### src/rtl/nic_pkg.sv
// rtl/nic_pkg.sv - shared flit types, head-field positions and FSM state types for nic_tx_2ph
package nic_pkg;

  typedef enum logic [1:0] {
    BODY = 2'b00,
    HEAD = 2'b01,
    TAIL = 2'b10
  } flit_type_e;

  // Head flit field positions (each field is a 4-bit nibble)
  localparam int HF_W      = 4;
  localparam int SRC_X_LSB = 12;
  localparam int SRC_Y_LSB = 8;
  localparam int DST_X_LSB = 4;
  localparam int DST_Y_LSB = 0;

  typedef enum logic {
    PK_HEAD,
    PK_BODY
  } pk_state_e;

  typedef enum logic [1:0] {
    TX_IDLE,
    TX_LOAD,
    TX_LAUNCH,
    TX_WAIT
  } tx_state_e;

endpackage

### src/rtl/sync_fifo.sv
// rtl/sync_fifo.sv - single-clock flit FIFO with extra-MSB pointers for full/empty
module sync_fifo #(
  parameter int WIDTH = 32,
  parameter int DEPTH = 4
) (
  input  logic             clk,
  input  logic             reset,
  input  logic             push,
  input  logic [WIDTH-1:0] push_data,
  input  logic             pop,
  output logic [WIDTH-1:0] pop_data,
  output logic             full,
  output logic             empty
);

  localparam int AW = $clog2(DEPTH);

  logic [WIDTH-1:0] mem [DEPTH];
  logic [AW:0]      wr_ptr;
  logic [AW:0]      rd_ptr;
  logic             wr_en;
  logic             rd_en;

  // A pop never bypasses an empty FIFO; a pop on a full FIFO frees the slot for a same-cycle push.
  assign rd_en    = pop && !empty;
  assign wr_en    = push && (!full || rd_en);
  assign empty    = (wr_ptr == rd_ptr);
  assign full     = (wr_ptr[AW] != rd_ptr[AW]) && (wr_ptr[AW-1:0] == rd_ptr[AW-1:0]);
  assign pop_data = mem[rd_ptr[AW-1:0]];

  // Pointer advance on accepted push/pop
  always_ff @(posedge clk or negedge reset) begin
    if (!reset) begin
      wr_ptr <= '0;
      rd_ptr <= '0;
    end else begin
      if (wr_en) wr_ptr <= wr_ptr + {{AW{1'b0}}, 1'b1};
      if (rd_en) rd_ptr <= rd_ptr + {{AW{1'b0}}, 1'b1};
    end
  end

  // Storage write; contents are only read while non-empty, so no reset is needed
  always_ff @(posedge clk) begin
    if (wr_en) mem[wr_ptr[AW-1:0]] <= push_data;
  end

endmodule

### src/rtl/nic_tx_2ph.sv
// rtl/nic_tx_2ph.sv - packetizing NIC transmitter driving a 2-phase bundled-data router port
module nic_tx_2ph
  import nic_pkg::*;
#(
  parameter int WIDTH     = 32,
  parameter int DEPTH     = 4,
  parameter int LocationX = 2,
  parameter int LocationY = 2
) (
  input  logic             clk,
  input  logic             reset,
  input  logic             in_valid,
  output logic             in_ready,
  input  logic [WIDTH-3:0] in_data,
  input  logic             in_last,
  input  logic [3:0]       in_dest_x,
  input  logic [3:0]       in_dest_y,
  output logic             req_dw_o,
  output logic [WIDTH-1:0] Data_dw_o,
  input  logic             ack_dw_i,
  output logic             busy,
  output logic             proto_err
);

  pk_state_e        pk_state;
  tx_state_e        tx_state;
  logic             fifo_push;
  logic             fifo_pop;
  logic             fifo_full;
  logic             fifo_empty;
  logic [WIDTH-1:0] fifo_head;
  logic [WIDTH-1:0] head_flit;
  logic [WIDTH-1:0] push_flit;
  logic [1:0]       word_type;
  logic             head_take;
  logic             word_take;
  logic             ack_meta;
  logic             ack_sync;
  logic             ack_prev;

  assign in_ready  = (pk_state == PK_BODY) && !fifo_full;
  assign head_take = (pk_state == PK_HEAD) && in_valid && !fifo_full;
  assign word_take = in_valid && in_ready;
  assign fifo_push = head_take || word_take;
  assign fifo_pop  = (tx_state == TX_LOAD);
  assign busy      = !fifo_empty || (tx_state != TX_IDLE);

  // Build the candidate flit: head from coordinates, otherwise typed payload word
  always_comb begin
    head_flit                           = '0;
    head_flit[WIDTH-1 -: 2]             = HEAD;
    head_flit[SRC_X_LSB +: HF_W]        = HF_W'(LocationX);
    head_flit[SRC_Y_LSB +: HF_W]        = HF_W'(LocationY);
    head_flit[DST_X_LSB +: HF_W]        = in_dest_x;
    head_flit[DST_Y_LSB +: HF_W]        = in_dest_y;
    word_type                           = in_last ? TAIL : BODY;
    push_flit                           = (pk_state == PK_HEAD) ? head_flit : {word_type, in_data};
  end

  sync_fifo #(
    .WIDTH (WIDTH),
    .DEPTH (DEPTH)
  ) u_fifo (
    .clk       (clk),
    .reset     (reset),
    .push      (fifo_push),
    .push_data (push_flit),
    .pop       (fifo_pop),
    .pop_data  (fifo_head),
    .full      (fifo_full),
    .empty     (fifo_empty)
  );

  // Packetizer: one head flit per packet, then payload words until the last one
  always_ff @(posedge clk or negedge reset) begin
    if (!reset) begin
      pk_state <= PK_HEAD;
    end else begin
      case (pk_state)
        PK_HEAD: if (head_take) pk_state <= PK_BODY;
        PK_BODY: if (word_take && in_last) pk_state <= PK_HEAD;
        default: pk_state <= PK_HEAD;
      endcase
    end
  end

  // Transmitter: data is registered a full cycle before req toggles and held until the ack phase matches
  always_ff @(posedge clk or negedge reset) begin
    if (!reset) begin
      tx_state  <= TX_IDLE;
      req_dw_o  <= 1'b0;
      Data_dw_o <= '0;
    end else begin
      case (tx_state)
        TX_IDLE:   if (!fifo_empty) tx_state <= TX_LOAD;
        TX_LOAD: begin
          Data_dw_o <= fifo_head;
          tx_state  <= TX_LAUNCH;
        end
        TX_LAUNCH: begin
          req_dw_o <= ~req_dw_o;
          tx_state <= TX_WAIT;
        end
        TX_WAIT: begin
          if (ack_sync == req_dw_o) tx_state <= fifo_empty ? TX_IDLE : TX_LOAD;
        end
        default: tx_state <= TX_IDLE;
      endcase
    end
  end

  // Two-flop synchroniser for the asynchronous ack, plus a delayed copy to see its transitions
  always_ff @(posedge clk or negedge reset) begin
    if (!reset) begin
      ack_meta <= 1'b0;
      ack_sync <= 1'b0;
      ack_prev <= 1'b0;
    end else begin
      ack_meta <= ack_dw_i;
      ack_sync <= ack_meta;
      ack_prev <= ack_sync;
    end
  end

  // Sticky error: an ack transition is only legitimate while a request is outstanding
  always_ff @(posedge clk or negedge reset) begin
    if (!reset) begin
      proto_err <= 1'b0;
    end else if ((ack_sync != ack_prev) && (tx_state != TX_WAIT)) begin
      proto_err <= 1'b1;
    end
  end

endmodule

### config.mk
export PLATFORM = sky130hd
export DESIGN_NAME = nic_tx_2ph
export DESIGN_NICKNAME = d
export VERILOG_FILES = /design/src/rtl/nic_pkg.sv /design/src/rtl/sync_fifo.sv /design/src/rtl/nic_tx_2ph.sv
export SDC_FILE = /design/constraint.sdc
export NUM_CORES = 1
export LEC_CHECK = 0
export ABC_AREA = 1
export CAP_MARGIN = 20
export CORE_ASPECT_RATIO = 2
export CORE_MARGIN = 3
export CORE_UTILIZATION = 60
export DETAILED_ROUTE_END_ITERATION = 16
export GPL_TIMING_DRIVEN = 1
export PLACE_DENSITY = 0.84
export REMOVE_ABC_BUFFERS = 1
export SLEW_MARGIN = 20
export SYNTH_ARGS = -nofsm -noshare
export SYNTH_HDL_FRONTEND = slang
export SYNTH_SLANG_ARGS = --single-unit
### constraint.sdc
create_clock -name clk -period 5 [get_ports clk]
set_input_delay 1.5 -clock clk [delete_from_list [all_inputs] [get_ports clk]]
set_output_delay 1.5 -clock clk [all_outputs]
set_load 0.01 [all_outputs]
==> qor.yml, run 1 <==
grt_busiest_layer: "met2"
fp-row-count: 55
setup_violations: 0
slew_viol_final: 0
p_switching_mw: 2.04
setup.worst_path.end_class: "output port"
synth_top_cell_area_share: 0.547
hp-start: "ack_meta"
crit_chain: "inv_4 > nand2_1 > nand2_2 > nand4_1 > clkdlybuf4s50_1"
place.gp.congestion: 0.783
synth_cell_types: 26
clkPwrFrac: 0.237
grt_start_max_net_pins: 66
worst_slew_pin_slew_ns: 1.07
seq_power_share: 0.420
multi_input_area_um2: 1720
netlist_area_um2: 7030
grt_use_total: 0.244
core_um2: 11400
start_util: 0.619
reg2reg_slack_ns: 2.11
clockRootBuffer: "clkbuf_16"
cp_max_fo: 34
slowest_delay_ns: 0.71
powerDensity_nw_per_um2: 655
drive_gt1_frac: 0.0853
h-tree-depth: 4
drv_cap: 0
yosysWarnings: 0
r2r_cells: 6
fin_crit_sh: 0.794
rsz0062_at_grt: "no"
cts.repair.resized: 0
cp-start-kind: "flop"
use_met1: 0.270
startpoint: "u_fifo.rd_ptr[1]"
gr-usage-met2: 0.446
leakage_nw: 3.31
synth-seq-cells: 174
grt_pass1_vias: 4908
cts-buffers-inserted: 17
maxSlewHeadroom: 0.284
fillCellCount: 708
clock-sinks: 174
drtIter0Drc: 340
synthCells: 608
numPortBuffers: 78
grt_pass1_wl_mm: 23.8
wl_mm: 14.9
area_delta_synth_final_pct: 20.6
yosys-top-cells-area: "edfxtp_1, dfrtp_1, nor2_1"
holdPathStages: 0
finalSetupTns_ns: 0
register_area_um2: 5000
yosys.area.top_type: "edfxtp_1"
clk_path_buf_depth: 2
cts_hold_buf: 0
die_area_um2: 13100
fmax_mhz: 252
cp_data_required_time_ns: 3.50
dr.pass1.iters: 5
reg2reg_to: "u_fifo.mem[1][1]"
ir_drop_mv: 0.556
n_antenna_cell: 0
crit_type: "flop to output port"
design_area_um2: 8480
fin_worst_skew_ns: 0.0129
wire_per_inst_um: 17.9
switching_share: 0.367
vias: 4647
min_path_type: "flop to flop"
fin_crit_ns: 3.97
ys_seq_area_frac: 0.711
power.share.combinational: 0.343
nNetsFinal: 731
r2r-start: "u_fifo.rd_ptr[1]"
drc_errors: 0
viasPerCell: 5.57
die_y_um: 159
cts_tree: "done"
avgSynthCellArea_um2: 11.6
hold_violations: 0
die_w_um: 82.5
hpwl_mm: 8.88
grt.overflow.total: 0
met3_usage: 0.0391
antenna_left: 0
critPathCapture: "busy"
status: "finished, final reports clean"
p_int_mw: 3.52
clk_pin_slew_ns: 0.07
antenna_found_initial: 0
cts_setup_buffers: 0
arrival_ns: 2.47
worstSkewPairLatency_ns: 0.43
cp_slowest_cell: "dfrtp_1"
place_area_um2: 7850
io_pins: 79
-- layout make-up --
type | count | share of cell area
Clock inverter | 15 | 0.0204
Multi-Input combinational cell | 364 | 0.203
Inverter | 37 | 0.0167
Timing Repair Buffer | 85 | 0.100
Clock buffer | 17 | 0.0502
Sequential cell | 174 | 0.589
Tap cell | 142 | 0.0210
-- Yosys cell counts (all sizes together) --
cell / number
xor2: 3
nand3: 4
edfxtp: 128
o211ai: 1
nor2: 165
o21ai: 67
or2: 2
inv: 37
ha: 9
nand2: 76
a31oi: 32
o21bai: 1
nand4: 2
buf: 16
dfrtp: 46
xnor2: 2
clkbuf: 17
-- state kept, by name, indices dropped and copies added (netlist names), 2 cells and up --
register / flops
Data_dw_o: 32
tx_state: 2
u_fifo.mem: 128
u_fifo.rd_ptr: 3
u_fifo.wr_ptr: 3
-- critical path, delay by kind of cell (launching register included) --
family	cells	cell delay (ns)
DFF	1	0.71
and+or+nand+nor	3	0.46
buffers and inverters	2	0.87
-- logic make-up after synthesis --
group                    after synthesis  synth area share
AO/OA/AOI/OAI                        101            0.0794
XOR/XNOR                               5           0.00623
adder cells (fa/ha/maj)                9            0.0160
buffers and inverters                 70            0.0497
flip-flops                           174             0.711
AND/OR/NAND/NOR                      249             0.138
-- cells in the final DEF (no fill, tap or decap), drive strengths merged, types with 2 or more instances in the layout --
| master | count |
|---|---|
| ha | 9 |
| clkbuf | 17 |
| o21ai | 67 |
| edfxtp | 128 |
| buf | 8 |
| inv | 44 |
| nor2 | 165 |
| a31oi | 32 |
| clkdlybuf4s50 | 77 |
| clkinv | 3 |
| clkinvlp | 4 |
| xor2 | 3 |
| nand4 | 2 |
| xnor2 | 2 |
| or2 | 2 |
| nand3 | 4 |
| dfrtp | 46 |
| nand2 | 76 |
-- how the worst min path moves through the flow --
stage                to  slack [ns]
6_report       ack_sync        0.36
5_1_grt        ack_sync        0.37
4_1_cts        ack_sync        0.37
3_5_place_dp   ack_sync        0.36
3_3_place_gp   ack_sync        0.34
2_1_floorplan  ack_sync        0.33
-- per-layer routing --
metal	wire length [um]	vias to the layer above
li1	-	2192
met1	5370	2275
met2	8590	156
met3	655	24
met4	313	0
met5	0	-
-- stage by stage --
step / hold WS [ns] / utilization / setup WS (ns) / instances / power [mW]
floorplan: 0.331 / - / 0.770 / 575 / 3.42
global placement: 0.338 / 0.692 / 1.47 / 801 / 4.12
detailed placement: 0.360 / 0.692 / 1.47 / 801 / 4.24
CTS: 0.367 / 0.744 / 1.06 / 833 / 5.58
global route: 0.371 / 0.747 / 0.959 / 834 / 5.88
finish: 0.361 / 0.747 / 1.03 / 834 / 5.56
-- power groups by stage --
stage | sequential, mW | clock (mW) | combinational, mW
global placement | 2.32 | 0 | 1.80
CTS | 2.33 | 1.33 | 1.92
global route | 2.37 | 1.39 | 2.12
floorplan | 2.43 | 0 | 0.986
finish | 2.33 | 1.31 | 1.91
detailed placement | 2.35 | 0 | 1.89
No activity file was read; power rests on OpenSTA's default activity.
==> run 2: changes to the inputs <==
CORE_UTILIZATION = 50   (was 60)
PLACE_DENSITY = 0.75   (was 0.84)
clock period = 3.4 ns   (was 5 ns; I/O delays follow)
==> qor.yml, run 2 (same netlist as run 1, synthesis figures left out) <==
fin_crit_sh: 0.921
fp-row-count: 60
wire_per_inst_um: 16.7
cts-buffers-inserted: 17
dp_slack_ns: 0.632
drive_gt1_frac: 0.0904
leakage_nw: 3.34
drc_errors: 0
cp_max_fo: 34
grt_start_max_net_pins: 66
fmax_mhz: 319
io_pins: 79
largest_register_ffs: 128
area_delta_synth_final_pct: 22.1
cts_hold_buf: 0
drv_cap: 0
rsz0062_at_grt: "no"
worstSkewPairLatency_ns: 0.42
min_path_type: "flop to flop"
maxSlewHeadroom: 0.525
reg2reg_to: "u_fifo.mem[1][3]"
fillCellCount: 1013
fin_worst_skew_ns: 0.00826
vias: 4629
hpwl_mm: 9.33
clock-sinks: 174
place.gp.congestion: 0.876
r2r-start: "u_fifo.rd_ptr[0]"
powerDensity_nw_per_um2: 949
final_cell_mix: "nor2_1, edfxtp_1, clkdlybuf4s50_1, nand2_1, dfrtp_1"
fin_crit_ns: 3.13
multi_input_area_um2: 1720
crit_chain: "inv_4 > nand2_1 > nand2_2 > nand4_1 > clkdlybuf4s50_1"
h-tree-depth: 4
wl_mm: 14.7
cts.repair.resized: 0
clk_pin_slew_ns: 0.07
setup.worst_path.end_class: "output port"
r2r_cells: 7
setup_violations: 0
drtIter0Drc: 369
status: "finished, final reports clean"
hold_violations: 0
reg2reg_slack_ns: 1.15
arrival_ns: 2.11
nNetsFinal: 736
n_antenna_cell: 0
ir_drop_mv: 0.554
viasPerCell: 5.24
finalWorstSetupSlack_ns: 0.268
hp-start: "ack_meta"
die_area_um2: 15600
hold_end: "ack_sync"
cts_tree: "done"
clockRootBuffer: "clkbuf_16"
core_um2: 13600
grt_pass1_wl_mm: 23.5
grt_pass1_vias: 4612
antenna_left: 0
grt_use_total: 0.194
slew_viol_final: 0
cts_setup_buffers: 0
start_util: 0.517
worst_slew_pin_slew_ns: 0.713
die_y_um: 174
final_common_cell: "nor2_1"
cp_slowest_cell: "clkdlybuf4s50_1"
cp_data_required_time_ns: 2.38
register_area_um2: 5000
die_w_um: 89.8
place_area_um2: 8000
grt.overflow.total: 0
dr.pass1.iters: 5
antenna_found_initial: 0
crit_type: "flop to output port"
design_area_um2: 8580
slowest_delay_ns: 0.54
clk_path_buf_depth: 2
numPortBuffers: 78
cp-start-kind: "flop"
holdPathStages: 0
-- run 2: cell type report --
cell class / count / area share
clock buffer: 18 / 0.0500
clock inverter: 14 / 0.0176
inverter: 37 / 0.0165
multi-input combinational: 364 / 0.200
sequential: 174 / 0.582
tap: 186 / 0.0271
timing repair buffer: 90 / 0.107
-- run 2: through the flow --
step | total power [mW] | utilization | instances | hold WS, ns | setup TNS (ns)
2_1_floorplan | 5.03 | - | 575 | 0.331 | -106.35
3_3_place_gp | 6.18 | 0.589 | 851 | 0.341 | 0
3_5_place_dp | 6.31 | 0.589 | 851 | 0.336 | 0
4_1_cts | 8.20 | 0.632 | 883 | 0.360 | 0
5_1_grt | 8.62 | 0.632 | 883 | 0.379 | 0
6_report | 8.14 | 0.632 | 883 | 0.354 | 0
-- run 2: worst max-delay path, delay by kind of cell (launching register included) --
kind | cells | cell delay, ns
and+or+nand+nor | 3 | 0.42
DFF | 1 | 0.42
buffers and inverters | 2 | 0.85
-- run 2: how the worst max path moves through the flow --
| stage | startpoint | end | slack, ns | cells after the start |
|---|---|---|---|---|
| finish | u_fifo.rd_ptr[1] | busy | 0.27 | 5 |
| global route | u_fifo.rd_ptr[1] | busy | 0.07 | 5 |
| CTS | u_fifo.rd_ptr[1] | busy | 0.22 | 5 |
| detailed placement | in_valid | u_fifo.mem[1][29] | 0.63 | 4 |
| global placement | in_valid | u_fifo.mem[1][18] | 0.67 | 4 |
| floorplan | u_fifo.rd_ptr[0] | u_fifo.mem[0][0] | -0.83 | 6 |
-- run 2: where the power goes --
group	switching [mW]	leakage, nW	total [mW]	internal [mW]
clock network	0.833	0.283	1.87	1.04
registers	0.301	1.70	3.39	3.09
logic	1.80	1.36	2.88	1.08
total	2.94	3.34	8.14	5.21
-- run 2: metal layers --
layer  vias up  part of all wire  track usage
met3        20             0.041       0.0408
met4         0             0.017       0.0781
met1      2254              0.38        0.215
met2       146              0.56        0.359
met5         -                 0            0
li1       2209                 -            -
==> run 3: changes to the inputs <==
CORE_UTILIZATION = 52   (was 50)
CTS_BUF_LIST = sky130_fd_sc_hd__clkbuf_4   (was not set)
PLACE_DENSITY = 0.78   (was 0.75)
==> qor.yml, run 3 (same netlist as run 1, synthesis figures left out) <==
crit_chain: "inv_6 > nand2_1 > nand2_2 > nand4_1 > clkdlybuf4s50_1"
fin_worst_skew_ns: 0.0331
grt.overflow.total: 0
startpoint: "u_fifo.rd_ptr[1]"
die_y_um: 170
grt_pass1_wl_mm: 22.6
antenna_left: 0
cts_tree: "done"
power.share.combinational: 0.386
cp_slowest_cell: "clkdlybuf4s50_1"
nNetsFinal: 735
arrival_ns: 2.22
dp_slack_ns: 0.606
clk_path_buf_depth: 2
slew_viol_final: 0
critPathCapture: "busy"
drv_cap: 0
clkPwrFrac: 0.155
io_pins: 79
cp.depth: 5
cp-start-kind: "flop"
whs_ns: 0.373
cp_data_required_time_ns: 2.38
switching_share: 0.391
cp_top_family: "buffers and inverters"
slowest_delay_ns: 0.55
clock-sinks: 174
worstSkewPairLatency_ns: 0.56
final_common_cell: "nor2_1"
grt_pass1_vias: 4602
largest_register_ffs: 128
drc_errors: 0
r2r_cells: 7
leakage_nw: 3.21
finalWorstSetupSlack_ns: 0.156
setup.worst_path.end_class: "output port"
numPortBuffers: 78
vias: 4621
powerDensity_nw_per_um2: 893
path_buf_inv: 2
fin_crit_sh: 0.954
drive_gt1_frac: 0.0891
p_total_mw: 7.36
fillCellCount: 1002
hpwl_mm: 9.27
cts-buffers-inserted: 17
min_path_type: "flop to flop"
ir_drop_mv: 0.468
reg2reg_slack_ns: 1.21
cp_max_fo: 34
fmax_mhz: 308
p_switching_mw: 2.88
fp-row-count: 59
reg2reg_to: "u_fifo.mem[3][11]"
rsz0062_at_grt: "no"
cts_setup_buffers: 0
die_area_um2: 15000
dr_wl_met2_mm: 8.15
dr.max_layer_used: "met4"
die_w_um: 88.2
final_cell_mix: "nor2_1, edfxtp_1, clkdlybuf4s50_1, nand2_1, dfrtp_1"
clk_pin_slew_ns: 0.14
r2r-start: "u_fifo.rd_ptr[0]"
clockRootBuffer: "clkbuf_4"
dr.pass1.iters: 5
fin_crit_ns: 3.24
core_um2: 13100
wl_met3_um: 629
worst_slew_pin_slew_ns: 0.886
antenna_found_initial: 1
viasPerCell: 5.44
grt_use_total: 0.200
seq_power_share: 0.460
p_int_mw: 4.49
h-tree-depth: 4
setup_violations: 0
crit_type: "flop to output port"
area_delta_synth_final_pct: 17.3
hold_violations: 0
place_area_um2: 7940
wire_per_inst_um: 16.9
design_area_um2: 8240
grt_start_max_net_pins: 66
place.gp.congestion: 0.850
drtIter0Drc: 311
status: "finished, final reports clean"
maxSlewHeadroom: 0.409
finalSetupTns_ns: 0
start_util: 0.535
wl_met1_mm: 5.27
wl_mm: 14.4
run 3: area by class of cell:
cell class | instances | area, um^2 | area share
sequential | 174 | 5000 | 0.606
multi-input combinational | 364 | 1720 | 0.208
timing repair buffer | 89 | 896 | 0.109
tap | 152 | 190 | 0.0231
clock inverter | 15 | 169 | 0.0205
inverter | 37 | 144 | 0.0175
clock buffer | 17 | 128 | 0.0155
antenna | 1 | 2.50 | 0.000304
run 3: power groups by stage:
| stage | logic, mW | registers [mW] | clock network [mW] |
|---|---|---|---|
| floorplan | 1.45 | 3.58 | 0 |
| global placement | 2.76 | 3.39 | 0 |
| detailed placement | 2.85 | 3.43 | 0 |
| CTS | 2.87 | 3.38 | 1.16 |
| global route | 3.16 | 3.44 | 1.26 |
| finish | 2.84 | 3.39 | 1.14 |
run 3: worst min path at each step:
stage,from,to,slack [ns],depth (start not counted)
final,ack_meta,ack_sync,0.37,0
after global routing,reset,Data_dw_o[13],0.37,1
after CTS,ack_meta,ack_sync,0.38,0
after detailed placement,ack_meta,ack_sync,0.35,0
after global placement,ack_meta,ack_sync,0.34,0
after floorplan,ack_meta,ack_sync,0.33,0
run 3: metal layers:
layer | track usage | vias up
li1 | - | 2209
met1 | 0.226 | 2230
met2 | 0.361 | 158
met3 | 0.0354 | 24
met4 | 0.0816 | 0
met5 | 0 | -
run 3: timing repair:
action | in CTS | in global routing
endpoints found under the setup margin | 0 | 1
endpoints found under the hold margin | 0 | 0
hold buffers | 0 | 0
gates resized for setup | 0 | 1
run 3: per-stage QoR:
stage,cells,utilization
floorplan,575,-
detailed placement,816,0.604
CTS,848,0.627
global placement,816,0.604
finish,849,0.627
global route,849,0.627
==> RTL edit (settings of run 3) <==
`DEPTH` is set to 4 in 2 places; all go to 8.
--- a/src/rtl/sync_fifo.sv
+++ b/src/rtl/sync_fifo.sv
@@ -2,5 +2,5 @@
 module sync_fifo #(
   parameter int WIDTH = 32,
-  parameter int DEPTH = 4
+  parameter int DEPTH = 8
 ) (
   input  logic             clk,
--- a/src/rtl/nic_tx_2ph.sv
+++ b/src/rtl/nic_tx_2ph.sv
@@ -4,5 +4,5 @@
 #(
   parameter int WIDTH     = 32,
-  parameter int DEPTH     = 4,
+  parameter int DEPTH     = 8,
   parameter int LocationX = 2,
   parameter int LocationY = 2
Behaviour: not the same (a bounded check fails within 10 cycles, from zero or initial values and one cycle with reset low).
==> RTL edit against run 3 <==
  * Area after synthesis grew 72%
  * Sequential cell count rose by 130
  * Fmax fell by 1.1%
  * Total power is 67% higher
  * Final area increased by 71%
  * Combinational power grew 51%
  * Wire length grew 90%
  * Clock skew is 8.9 ps lower
  * Setup slack lost 36 ps
  * Highest routed layer unchanged
==> RTL edit: results (changes against run 3) <==
- # H-tree levels: 2 (was 4)
- Fraction of layout cells with a size suffix above 1: 12.3% (was 8.91%)
- DR WL met2: 15.0 mm (was 8.15 mm)
- Met3 wire length: 1.42 mm (was 629 um)
- Count of plain and timing-repair buffers: 105 (was 89)
- Worst EP arrival: 2260 ps (was 2220 ps)
- Placed Area: 0.0132 mm2 (was 0.00794 mm2)
- # fillers: 1755 (was 1002)
- Post-Layout Cell Count: 1468 (was 849)
- Post-Syn Area per Cell: 11.8 um2 (was 11.6 um2)
- Via Count: 8140 (was 4621)
- Post-Synthesis Cells: 1022 (was 608)
- Vias in the first global route: 8394 (was 4602)
- TritonCTS buffer count: 61 (was 17)
- Bufs on Longest Clock Path: 3 (was 2)
- Most common library cells after synthesis: 307 x nand2_1, 256 x edfxtp_1, 92 x nor2_1 (was 165 x nor2_1, 128 x edfxtp_1, 72 x nand2_1)
- Pre-CTS WS: 473 ps (was 606 ps)
- Largest net degree at the start of global routing: 115 (was 66)
- Crit path max fanout: 7 (was 34)
- Area of the multi-input gates: 0.00285 mm2 (was 0.00172 mm2)
- Reg clk slew, reported paths: 80 ps (was 140 ps)
- Run status: completed (unchanged)
- Multi-input gates: 626 (was 364)
- Async SR Flop Fraction: 15.8% (was 26.4%)
- M1 wire length: 9.70 mm (was 5.27 mm)
- Skew-Pair Late Insertion Delay: 680 ps (was 560 ps)
- Crit-path slowest cell: dfrtp_2 (was clkdlybuf4s50_1)
- GPL Wtd Cong: 0.783 (was 0.850)
- CTS resizes: 2 (was 0)
- Non-clk buf share: 7.09% (was 10.9%)
- Slowest Stage Delay on Critical Path: 460 ps (was 550 ps)
- Met2 GRT Util: 39.6% (was 36.1%)
- Post-synth EDFFs: 256 (was 128)
- P_leak: 0.00540 uW (was 0.00321 uW)
- First-pass GRT wire length: 43.2 mm (was 22.6 mm)
- Total GRT Usage: 21.9% (was 20.0%)
- DR WL/cell: 18.6 um (was 16.9 um)
- FF+latch area: 0.00890 mm2 (was 0.00500 mm2)
- M3 GR Usage: 3.03% (was 3.54%)
## RTL edit: kinds of logic after synthesis
kind of cell,count (synthesis),synth area share (%)
flops,304,73.6
buf+inv,92,3.13
compound gates,161,7.41
fa+ha+maj,7,0.725
simple gates,450,14.6
xor+xnor,8,0.580
## RTL edit: path summary, 6_finish.rpt
path | start | endpoint | slack [ps] | cells after the start
worst max-delay path | u_fifo.wr_ptr[1] | in_ready | 120 | 8
worst min-delay path | ack_meta | ack_sync | 350 | 0
worst max register to register | u_fifo.rd_ptr[0] | Data_dw_o[31] | 650 | 9
worst min register to register | ack_meta | ack_sync | 350 | 0
max in group asynchronous | reset | Data_dw_o[5] | 2240 | 2
min in group asynchronous | reset | Data_dw_o[12] | 430 | 1
## RTL edit: report_power, final
part	switching, uW	total, uW	internal (uW)
combinational	2910	4290	1380
sequential	288	5340	5050
clock	1320	2690	1370
